File: src/rtl/cla_nibble_seq_ctrl.sv
// rtl/cla_nibble_seq_ctrl.sv - multi-cycle WIDTH-bit add/sub sequencer built on one 4-bit CLA slice
module cla_nibble_seq_ctrl #(
  parameter int WIDTH = 16
) (
  input  logic             clk,
  input  logic             rst,
  input  logic             in_valid,
  output logic             in_ready,
  input  logic [WIDTH-1:0] a,
  input  logic [WIDTH-1:0] b,
  input  logic             cin,
  input  logic             sub,
  output logic             out_valid,
  input  logic             out_ready,
  output logic [WIDTH-1:0] sum,
  output logic             cout,
  output logic             overflow
);

  localparam int NIBBLES = WIDTH / 4;
  localparam int IDX_W   = $clog2(NIBBLES);
  localparam logic [IDX_W-1:0] LAST_IDX = IDX_W'(NIBBLES - 1);

  typedef enum logic [1:0] {
    IDLE = 2'd0,
    RUN  = 2'd1,
    DONE = 2'd2
  } state_t;

  state_t           state_q, state_d;
  logic             in_ready_q, in_ready_d;
  logic             out_valid_q, out_valid_d;
  logic [WIDTH-1:0] sum_q, sum_d;
  logic             cout_q, cout_d;
  logic             overflow_q, overflow_d;
  logic [WIDTH-1:0] a_q, a_d;
  logic [WIDTH-1:0] b_q, b_d;
  logic             carry_q, carry_d;
  logic [IDX_W-1:0] idx_q, idx_d;

  logic [3:0] nib_a, nib_b, g, p, s;
  logic       c1, c2, c3, c4;

  // 4-bit lookahead slice fed by the current nibble and the carry register
  always_comb begin
    nib_a = a_q[4*idx_q +: 4];
    nib_b = b_q[4*idx_q +: 4];
    g     = nib_a & nib_b;
    p     = nib_a ^ nib_b;
    c1    = g[0] | (p[0] & carry_q);
    c2    = g[1] | (p[1] & g[0]) | (p[1] & p[0] & carry_q);
    c3    = g[2] | (p[2] & g[1]) | (p[2] & p[1] & g[0]) | (p[2] & p[1] & p[0] & carry_q);
    c4    = g[3] | (p[3] & g[2]) | (p[3] & p[2] & g[1]) | (p[3] & p[2] & p[1] & g[0])
          | (p[3] & p[2] & p[1] & p[0] & carry_q);
    s     = p ^ {c3, c2, c1, carry_q};
  end

  // next-state and registered-output logic; subtraction is folded in at accept time
  always_comb begin
    state_d     = state_q;
    in_ready_d  = in_ready_q;
    out_valid_d = out_valid_q;
    sum_d       = sum_q;
    cout_d      = cout_q;
    overflow_d  = overflow_q;
    a_d         = a_q;
    b_d         = b_q;
    carry_d     = carry_q;
    idx_d       = idx_q;
    case (state_q)
      IDLE: begin
        in_ready_d = 1'b1;
        if (in_valid && in_ready_q) begin
          a_d        = a;
          b_d        = b ^ {WIDTH{sub}};
          carry_d    = sub | cin;
          idx_d      = '0;
          in_ready_d = 1'b0;
          state_d    = RUN;
        end
      end
      RUN: begin
        sum_d[4*idx_q +: 4] = s;
        carry_d             = c4;
        idx_d               = idx_q + 1'b1;
        if (idx_q == LAST_IDX) begin
          cout_d      = c4;
          overflow_d  = c3 ^ c4;
          out_valid_d = 1'b1;
          state_d     = DONE;
        end
      end
      DONE: begin
        if (out_ready) begin
          out_valid_d = 1'b0;
          in_ready_d  = 1'b1;
          state_d     = IDLE;
        end
      end
      default: begin
        state_d     = IDLE;
        in_ready_d  = 1'b0;
        out_valid_d = 1'b0;
      end
    endcase
  end

  // state and datapath registers; reset abandons any operation in flight
  always_ff @(posedge clk or posedge rst) begin
    if (rst) begin
      state_q     <= IDLE;
      in_ready_q  <= 1'b0;
      out_valid_q <= 1'b0;
      sum_q       <= '0;
      cout_q      <= 1'b0;
      overflow_q  <= 1'b0;
      a_q         <= '0;
      b_q         <= '0;
      carry_q     <= 1'b0;
      idx_q       <= '0;
    end else begin
      state_q     <= state_d;
      in_ready_q  <= in_ready_d;
      out_valid_q <= out_valid_d;
      sum_q       <= sum_d;
      cout_q      <= cout_d;
      overflow_q  <= overflow_d;
      a_q         <= a_d;
      b_q         <= b_d;
      carry_q     <= carry_d;
      idx_q       <= idx_d;
    end
  end

  assign in_ready  = in_ready_q;
  assign out_valid = out_valid_q;
  assign sum       = sum_q;
  assign cout      = cout_q;
  assign overflow  = overflow_q;

endmodule

File: config.mk
export PLATFORM = sky130hd
export DESIGN_NAME = cla_nibble_seq_ctrl
export DESIGN_NICKNAME = d
export VERILOG_FILES = /design/src/rtl/cla_nibble_seq_ctrl.sv
export SDC_FILE = /design/constraint.sdc
export NUM_CORES = 1
export LEC_CHECK = 0
export CAP_MARGIN = 20
export CORE_UTILIZATION = 62
export DETAILED_ROUTE_END_ITERATION = 8
export DONT_BUFFER_PORTS = 1
export HOLD_SLACK_MARGIN = 0.03
export PLACE_DENSITY = 0.81
export SETUP_SLACK_MARGIN = 0.02
export SLEW_MARGIN = 5
export SYNTH_ARGS = -nofsm -noshare
export SYNTH_HDL_FRONTEND = slang
export SYNTH_SLANG_ARGS = --single-unit
File: constraint.sdc
create_clock -name clk -period 3.3 [get_ports clk]
set_input_delay 0.495 -clock clk [delete_from_list [all_inputs] [get_ports clk]]
set_output_delay 0.495 -clock clk [all_outputs]
set_load 0.03 [all_outputs]
== Word-level counts from Yosys, hierarchy flattened ==
Index checks and enable logic that the tools add are counted.
Word-level totals
  bits in registers: 57
  output and inout port bits: 20
  input port bits: 38
  logic and storage cells: 80
Cells by class
  add/subtract/negate cells: 2
  bitwise operators: 34
  equality and inequality tests: 6
  shift operators: 4
  muxes and demuxes: 15
  reductions and logical operators: 9
Operators by type and width (count)
  negator 4 -> 34 bit: 1
  variable shift 4 x 34 -> 16 bit (first input constant): 1
  variable part select 4 x 34 -> 16 bit: 1
  variable part select 16 x 5 -> 4 bit: 2
  AND 1 bit: 16
  bitwise mux 16 bit: 1
  bitwise XOR 16 bit: 1
  OR 1 bit: 11
  2-to-1 mux 2 bit: 4
  AND reduction 2 bit: 4
  bitwise XOR 4 bit: 2
  != test 2 bit (second input constant): 3
  case mux 1 bit (3 select lines): 2
  case mux 2 bit (3 select lines): 1
  AND reduction 3 bit: 2
  2-to-1 mux 1 bit: 5
  AND 4 bit: 1
  == test 2 bit (second input constant): 2
  case mux 2 bit (2 select lines): 1
  adder 2 x 1 -> 2 bit (second input constant): 1
  == test 2 x 1 -> 1 bit (second input constant): 1
  logical NOT 2 bit: 1
  NOT 1 bit: 2
  case mux 1 bit (2 select lines): 1
  3 further kinds: 3

== Depth between registers and ports, before layout ==
Gate-level depths: netlist of the first run.
  depth after elaboration: 9
  mapped depth: 7
  mapped depth without buffers: 6

== Least setup slack after synthesis of the first run ==
No wires, ideal clock.
  path type: reg2reg
  from: register idx_q[1]
  to: register sum_q[3], in the netlist sum[3]
  required time: 3.179 ns
  cell stages (with the launch flop): 8
  path buffers: 1
  setup time: 0.121 ns
  period minus slack after synthesis: 2.484 ns
  slack: 0.816 ns
  data arrival time: 2.363 ns
  cell sequence: dfrtp_1 clkbuf_1 mux4_2 ha_1 a21o_1 a31o_2 xor2_1 a22o_1
Between the ends
  longest elaborated chain between the ends: 9
  elaborated cells on any way between the ends: 24
  those cells by class: add/sub: 1; shift: 4; mux: 1; bitwise: 18
RTL lines
  start, declared: line 39  | logic [IDX_W-1:0] idx_q, idx_d;
  start signal, assigned: line 131  | idx_q <= idx_d;
  variable part select 16 x 5 -> 4 bit, on equally long branches: line 46, 47
  bitwise XOR 4 bit or AND 4 bit (tied branches): line 49, 48
  AND 1 bit: line 52  | c3 = g[2] | (p[2] & g[1]) | (p[2] & p[1] & g[0]) | (p[2] & p[1] & p[0] & carry_q);
  OR 1 bit or AND 1 bit (tied branches) (2 in series): line 52
  OR 1 bit: line 52
  bitwise XOR 4 bit: line 55  | s = p ^ {c3, c2, c1, carry_q};
  variable part select 4 x 34 -> 16 bit: line 83  | sum_d[4*idx_q +: 4] = s;
  bitwise mux 16 bit *: line 83
  end signal, assigned: line 125  | sum_q <= sum_d;
  end, declared: line 33  | logic [WIDTH-1:0] sum_q, sum_d;
Mark *: on every way between the ends. The rest lies on a longest branch, timed or not.
A chain may end at the register's enable or synchronous reset.

== Final worst setup path of the first run ==
  from: register idx_q[0]
  to: register sum_q[3], in the netlist sum[3]
The elaborated chain is that of the path after synthesis.

==> results of run 1 <==
sequential cells by signal, indices dropped and copies added, names as in the netlist:
register / cells
overflow: 1
sum: 16
cout: 1
state_q: 2
carry_q: 1
out_valid: 1
in_ready: 1
a_q: 16
idx_q: 2
b_q: 16
through the flow:
| stage | hold WS, ns | instances | instance area [um^2] |
|---|---|---|---|
| 6_report | 0.142 | 291 | 2940 |
| 5_1_grt | 0.182 | 291 | 2940 |
| 4_1_cts | 0.150 | 291 | 2940 |
| 3_5_place_dp | 0.501 | 276 | 2780 |
| 3_3_place_gp | 0.488 | 276 | 2780 |
| 2_1_floorplan | 0.475 | 232 | 2760 |
synth_stat cells, drive strengths merged, types with 2 or more instances:
| cell type | number | area, um^2 |
|---|---|---|
| a21o | 2 | 15.0 |
| a21oi | 19 | 95.1 |
| a22o | 4 | 35.0 |
| buf | 8 | 60.1 |
| clkbuf | 2 | 8.75 |
| dfrtp | 57 | 1430 |
| ha | 10 | 125 |
| inv | 6 | 22.5 |
| mux2 | 16 | 180 |
| mux4 | 8 | 180 |
| nand2 | 26 | 97.6 |
| nand2b | 3 | 18.8 |
| nand3 | 2 | 10.0 |
| nor2 | 21 | 78.8 |
| nor2b | 2 | 12.5 |
| o21ai | 5 | 25.0 |
| o31ai | 10 | 75.1 |
| o41ai | 2 | 17.5 |
| xnor2 | 17 | 149 |
| xor2 | 2 | 17.5 |
cell families (layout without fill, tap and decap cells):
family          count (synthesis)  count (layout)  share of synthesized area [%]
fa+ha+maj                      11              11                           5.27
mux                            25              25                           13.4
compound gates                 48              48                           11.2
simple gates                   56              56                           8.99
xor+xnor                       19              19                           6.04
flops                          57              57                           51.7
buf+inv                        16              25                           3.31
how the worst min path moves through the flow:
stage | start | endpoint | slack [ns] | cells past startpoint
finish | rst | state_q[1]$_DFFE_PP0P_ | 0.14 | 1
global route | rst | state_q[1]$_DFFE_PP0P_ | 0.18 | 1
CTS | rst | in_ready$_DFFE_PP0P_ | 0.15 | 1
detailed placement | rst | state_q[1]$_DFFE_PP0P_ | 0.50 | 1
global placement | a_q[4]$_DFFE_PP0P_ | a_q[4]$_DFFE_PP0P_ | 0.49 | 1
floorplan | a_q[10]$_DFFE_PP0P_ | a_q[10]$_DFFE_PP0P_ | 0.48 | 1
routing by layer:
| layer | GRT usage (%) | wire length [um] |
|---|---|---|
| met1 | 32.7 | 2200 |
| met2 | 36.9 | 2410 |
| met3 | 7.07 | 266 |
| met4 | 13.3 | 48 |
| met5 | 0 | 0 |
critical path: stages (launching register included):
cell and delay (ns):
dfrtp_1 0.49, buf_4 0.25, mux4_2 0.51, ha_1 0.34
a21o_1 0.18, a31o_2 0.25, xor2_1 0.30, a22o_1 0.19
layout make-up:
class / count / area [um^2] / share of cell area (%)
sequential: 57 / 1430 / 48.5
clock inverter: 4 / 20.0 / 0.681
multi-input combinational: 159 / 1240 / 42.1
timing repair buffer: 4 / 30.0 / 1.02
clock buffer: 11 / 141 / 4.81
inverter: 6 / 22.5 / 0.766
tap: 50 / 62.6 / 2.13
where the power goes:
part	leakage [nW]	switching, mW	internal, mW
Combinational	0.480	0.959	0.726
Clock	0.0887	0.256	0.283
Sequential	0.692	0.388	1.02
==> metrics.cfg, run 1 <==
[cells_and_area]
n_antenna_cell=0
final_util_pct=71.0
final_cell_mix=57 x dfrtp_1, 26 x nand2_1, 21 x nor2_1, 19 x a21oi_1, 17 x xnor2_1
layout_commonest_cell=dfrtp_1
nets=286
area_growth_syn_to_layout_pct=6.72
n_fill_cell=316
layout-drive-gt1-share_pct=18.7

[die]
dieArea_um2=4720
fp-row-count=23
start_util_pct=66.5
coreArea_um2=4140
die_x_um=68.7
die_h_um=68.7
pin_count=58

[timing]
finClkSkew_ns=0.00599
worst_slack_ns=0.736
rsz0062_at_grt=false
slew_viol_final=0
period_needed_ns=2.56
max_freq_mhz=390
setup_violations=0
slew_headroom_pct=56.4
hold_viol_final=0
tightestPinTransition_ns=0.653
timing.setup.tns_ns=0
finalCritPeriodShare_pct=77.7

[setup_path]
crit_type=reg -> reg
end_kind=flop
arrival_ns=2.83
cp-startpoint=idx_q[0]$_DFFE_PP0P_
crit_fanout=10
rr_startpoint=idx_q[0]$_DFFE_PP0P_
cp.required_ns=3.56
worst-r2r-setup-slack_ns=0.74
worstRegToRegCells=7
reg2reg_to=sum[3]$_DFFE_PP0P_
crit_end=sum[3]$_DFFE_PP0P_
start_kind=flop

[detailed_routing]
drt-pass1-iter-count=4
drtIter0Drc=95
vias=1717
via_per_inst=5.90
route.final.wire_length_um=4920
ant_nets=0
drc=0
wl_per_cell_um=16.9

[placed_design]
globalplace.congestion=0.779
pre_cts_ws_ns=0.750
dp_hpwl_um=3470
portBuffers=0

[grt]
grt_pass1_wl_um=8080
grt_antenna_before_repair=0
track_usage_pct=24.8
grt_pass1_vias=1711
gr-total-overflow=0
grt_max_degree=55

[outcome]
status=finished, final reports clean

[cts]
clock_sinks=57
cts.reportedPaths.clkPinSlew_ns=0.06
cts_setup_buffers=0
cts_tree=done
htreeDepth=3
root_buffer=clkbuf_8
cts_resized=0
cts_made_buffers=9
insertion_delay_ns=0.32
post_cts_hold_buffer_count=0
clock_path_buffers=2

[power]
power.total_mw=3.63
p_leak_nw=1.26
vdd_drop_max_mv=0.657
power.density_nw_per_um2=1230

[synth]
synthDistinctLibCells=33
seq_area_frac_synth_pct=51.7
syn-cell-area_um2=2760
yosysWarnings=0
synth_edf_count=0
syn_inst=232
postSynthAreaPerCell_um2=11.9
ys.flop_type=dfrtp_1
synth-async-reset-ratio_pct=100
syn-num-nets=281
synth_seq_cells=57

[hold_path]
hold_class=in -> async

[job]
max-cap-violations=0

Note: power is estimated with default switching activity, not from simulation.
==> run 2, diff against run 1 <==
Clock period 3.3 ns to 2.7 ns, I/O delays scaled along.
==> run 2 against run 1 <==
Compared with the run above: die area is the same; non-clock buffer count grew 3; global-route usage shrank 0.071 points; register-to-register slack lost 0.54 ns; sequential cell count is the same; clock skew shrank 0.0015 ns; critical endpoint unchanged.
==> metrics.cfg, run 2 (synthesis results as in run 1) <==
[setup_path]
crit_type=reg -> reg
worstRegToRegCells=7
crit_fanout=9
crit_end=sum[3]$_DFFE_PP0P_
cp-startpoint=idx_q[0]$_DFFE_PP0P_
reg2reg_to=sum[3]$_DFFE_PP0P_
start_kind=flop
cp.required_ns=2.97
rr_startpoint=idx_q[0]$_DFFE_PP0P_
end_kind=flop
worst-r2r-setup-slack_ns=0.20
arrival_ns=2.77

[die]
fp-row-count=23
die_x_um=68.7
coreArea_um2=4140
dieArea_um2=4720
die_h_um=68.7
pin_count=58
start_util_pct=66.5

[timing]
finalCritPeriodShare_pct=92.6
rsz0062_at_grt=false
max_freq_mhz=400
period_needed_ns=2.50
timing.setup.tns_ns=0
slew_headroom_pct=65.2
slew_viol_final=0
finClkSkew_ns=0.00446
tightestPinTransition_ns=0.523
hold_ws_ns=0.220
hold_viol_final=0
worst_slack_ns=0.201
setup_violations=0

[detailed_routing]
via_per_inst=5.95
route.final.wire_length_um=4900
drt-pass1-iter-count=4
vias=1750
drc=0
wl_per_cell_um=16.6
drtIter0Drc=84
ant_nets=0

[cells_and_area]
layout_commonest_cell=dfrtp_1
area_growth_syn_to_layout_pct=7.94
instances_no_fill=294
n_antenna_cell=0
final_util_pct=71.8
final_cell_mix=56 x dfrtp_1, 26 x nand2_1, 21 x nor2_1, 19 x a21oi_1, 17 x xnor2_1
layout-drive-gt1-share_pct=18.0
nets=289
fin_area_um2=2980

[outcome]
status=finished, final reports clean

[cts]
insertion_delay_ns=0.33
root_buffer=clkbuf_8
htreeDepth=3
cts_made_buffers=9
clock_sinks=57
clock_path_buffers=2
cts_setup_buffers=0
cts_tree=done
cts.reportedPaths.clkPinSlew_ns=0.06

[grt]
grt_pass1_vias=1689
grt_max_degree=55
track_usage_pct=24.7
grt_pass1_wl_um=7980
gr-total-overflow=0
grt_antenna_before_repair=0

[hold_path]
hold_class=in -> reg

[power]
power.total_mw=4.54
vdd_drop_max_mv=0.611
power.density_nw_per_um2=1520
p_leak_nw=1.27

[placed_design]
dp.cells=278
pre_cts_ws_ns=0.132
portBuffers=0
globalplace.congestion=0.834
dp_hpwl_um=3530
postPlaceCellArea_um2=2810

[job]
max-cap-violations=0

-- run 2: how the worst min path moves through the flow --
stage | slack, ns | cells after the start | to | startpoint
final | 0.22 | 1 | a_q[6]$_DFFE_PP0P_ | a[6]
after global routing | 0.21 | 1 | a_q[13]$_DFFE_PP0P_ | a[13]
after CTS | 0.20 | 1 | a_q[6]$_DFFE_PP0P_ | a[6]
after detailed placement | 0.34 | 1 | state_q[1]$_DFFE_PP0P_ | rst
after global placement | 0.33 | 1 | state_q[1]$_DFFE_PP0P_ | rst
after floorplan | 0.48 | 1 | a_q[10]$_DFFE_PP0P_ | a_q[10]$_DFFE_PP0P_
-- run 2: routing by layer --
layer  vias up  share of wire [%]  wire, um  GRT usage [%]
met5         -                  0         0              0
met4         0                2.0        99           12.8
met3        10                5.6       272           8.72
met2        58                 47      2320           37.4
met1       848                 45      2200           31.2
li1        834                  -         -              -
-- run 2: worst max-delay path, cell delays in order (launching register included) --
cell,delay [ns]
dfrtp_2,0.46
buf_4,0.17
mux4_2,0.49
ha_1,0.35
a21o_1,0.17
a31o_2,0.24
xor2_1,0.35
a22o_1,0.20
-- run 2: cell type report --
class                           count  area (um^2)
Sequential cell                    57         1430
Multi-Input combinational cell    159         1240
Fill cell                         299         1170
Clock buffer                       15          156
Timing Repair Buffer                7         67.6
Tap cell                           50         62.6
Inverter                            6         22.5
-- run 2: what timing repair did --
item                                    4_1_cts  5_1_grt
hold buffers                                  1        0
resized for setup                             0        1
endpoints found under the setup margin        0        6
endpoints found under the hold margin        21        0
-- run 2: power by group --
group | switching (mW) | internal, mW | total [mW]
Combinational | 1.19 | 0.956 | 2.15
Sequential | 0.485 | 1.25 | 1.73
Clock | 0.303 | 0.355 | 0.658
Total | 1.98 | 2.56 | 4.54
==> run 3, diff against run 2 <==
Settings changed: CTS_CLUSTER_SIZE set to 14.
==> results of run 3 <==
No change in the layout: final DEF, timing and power equal those of run 2.
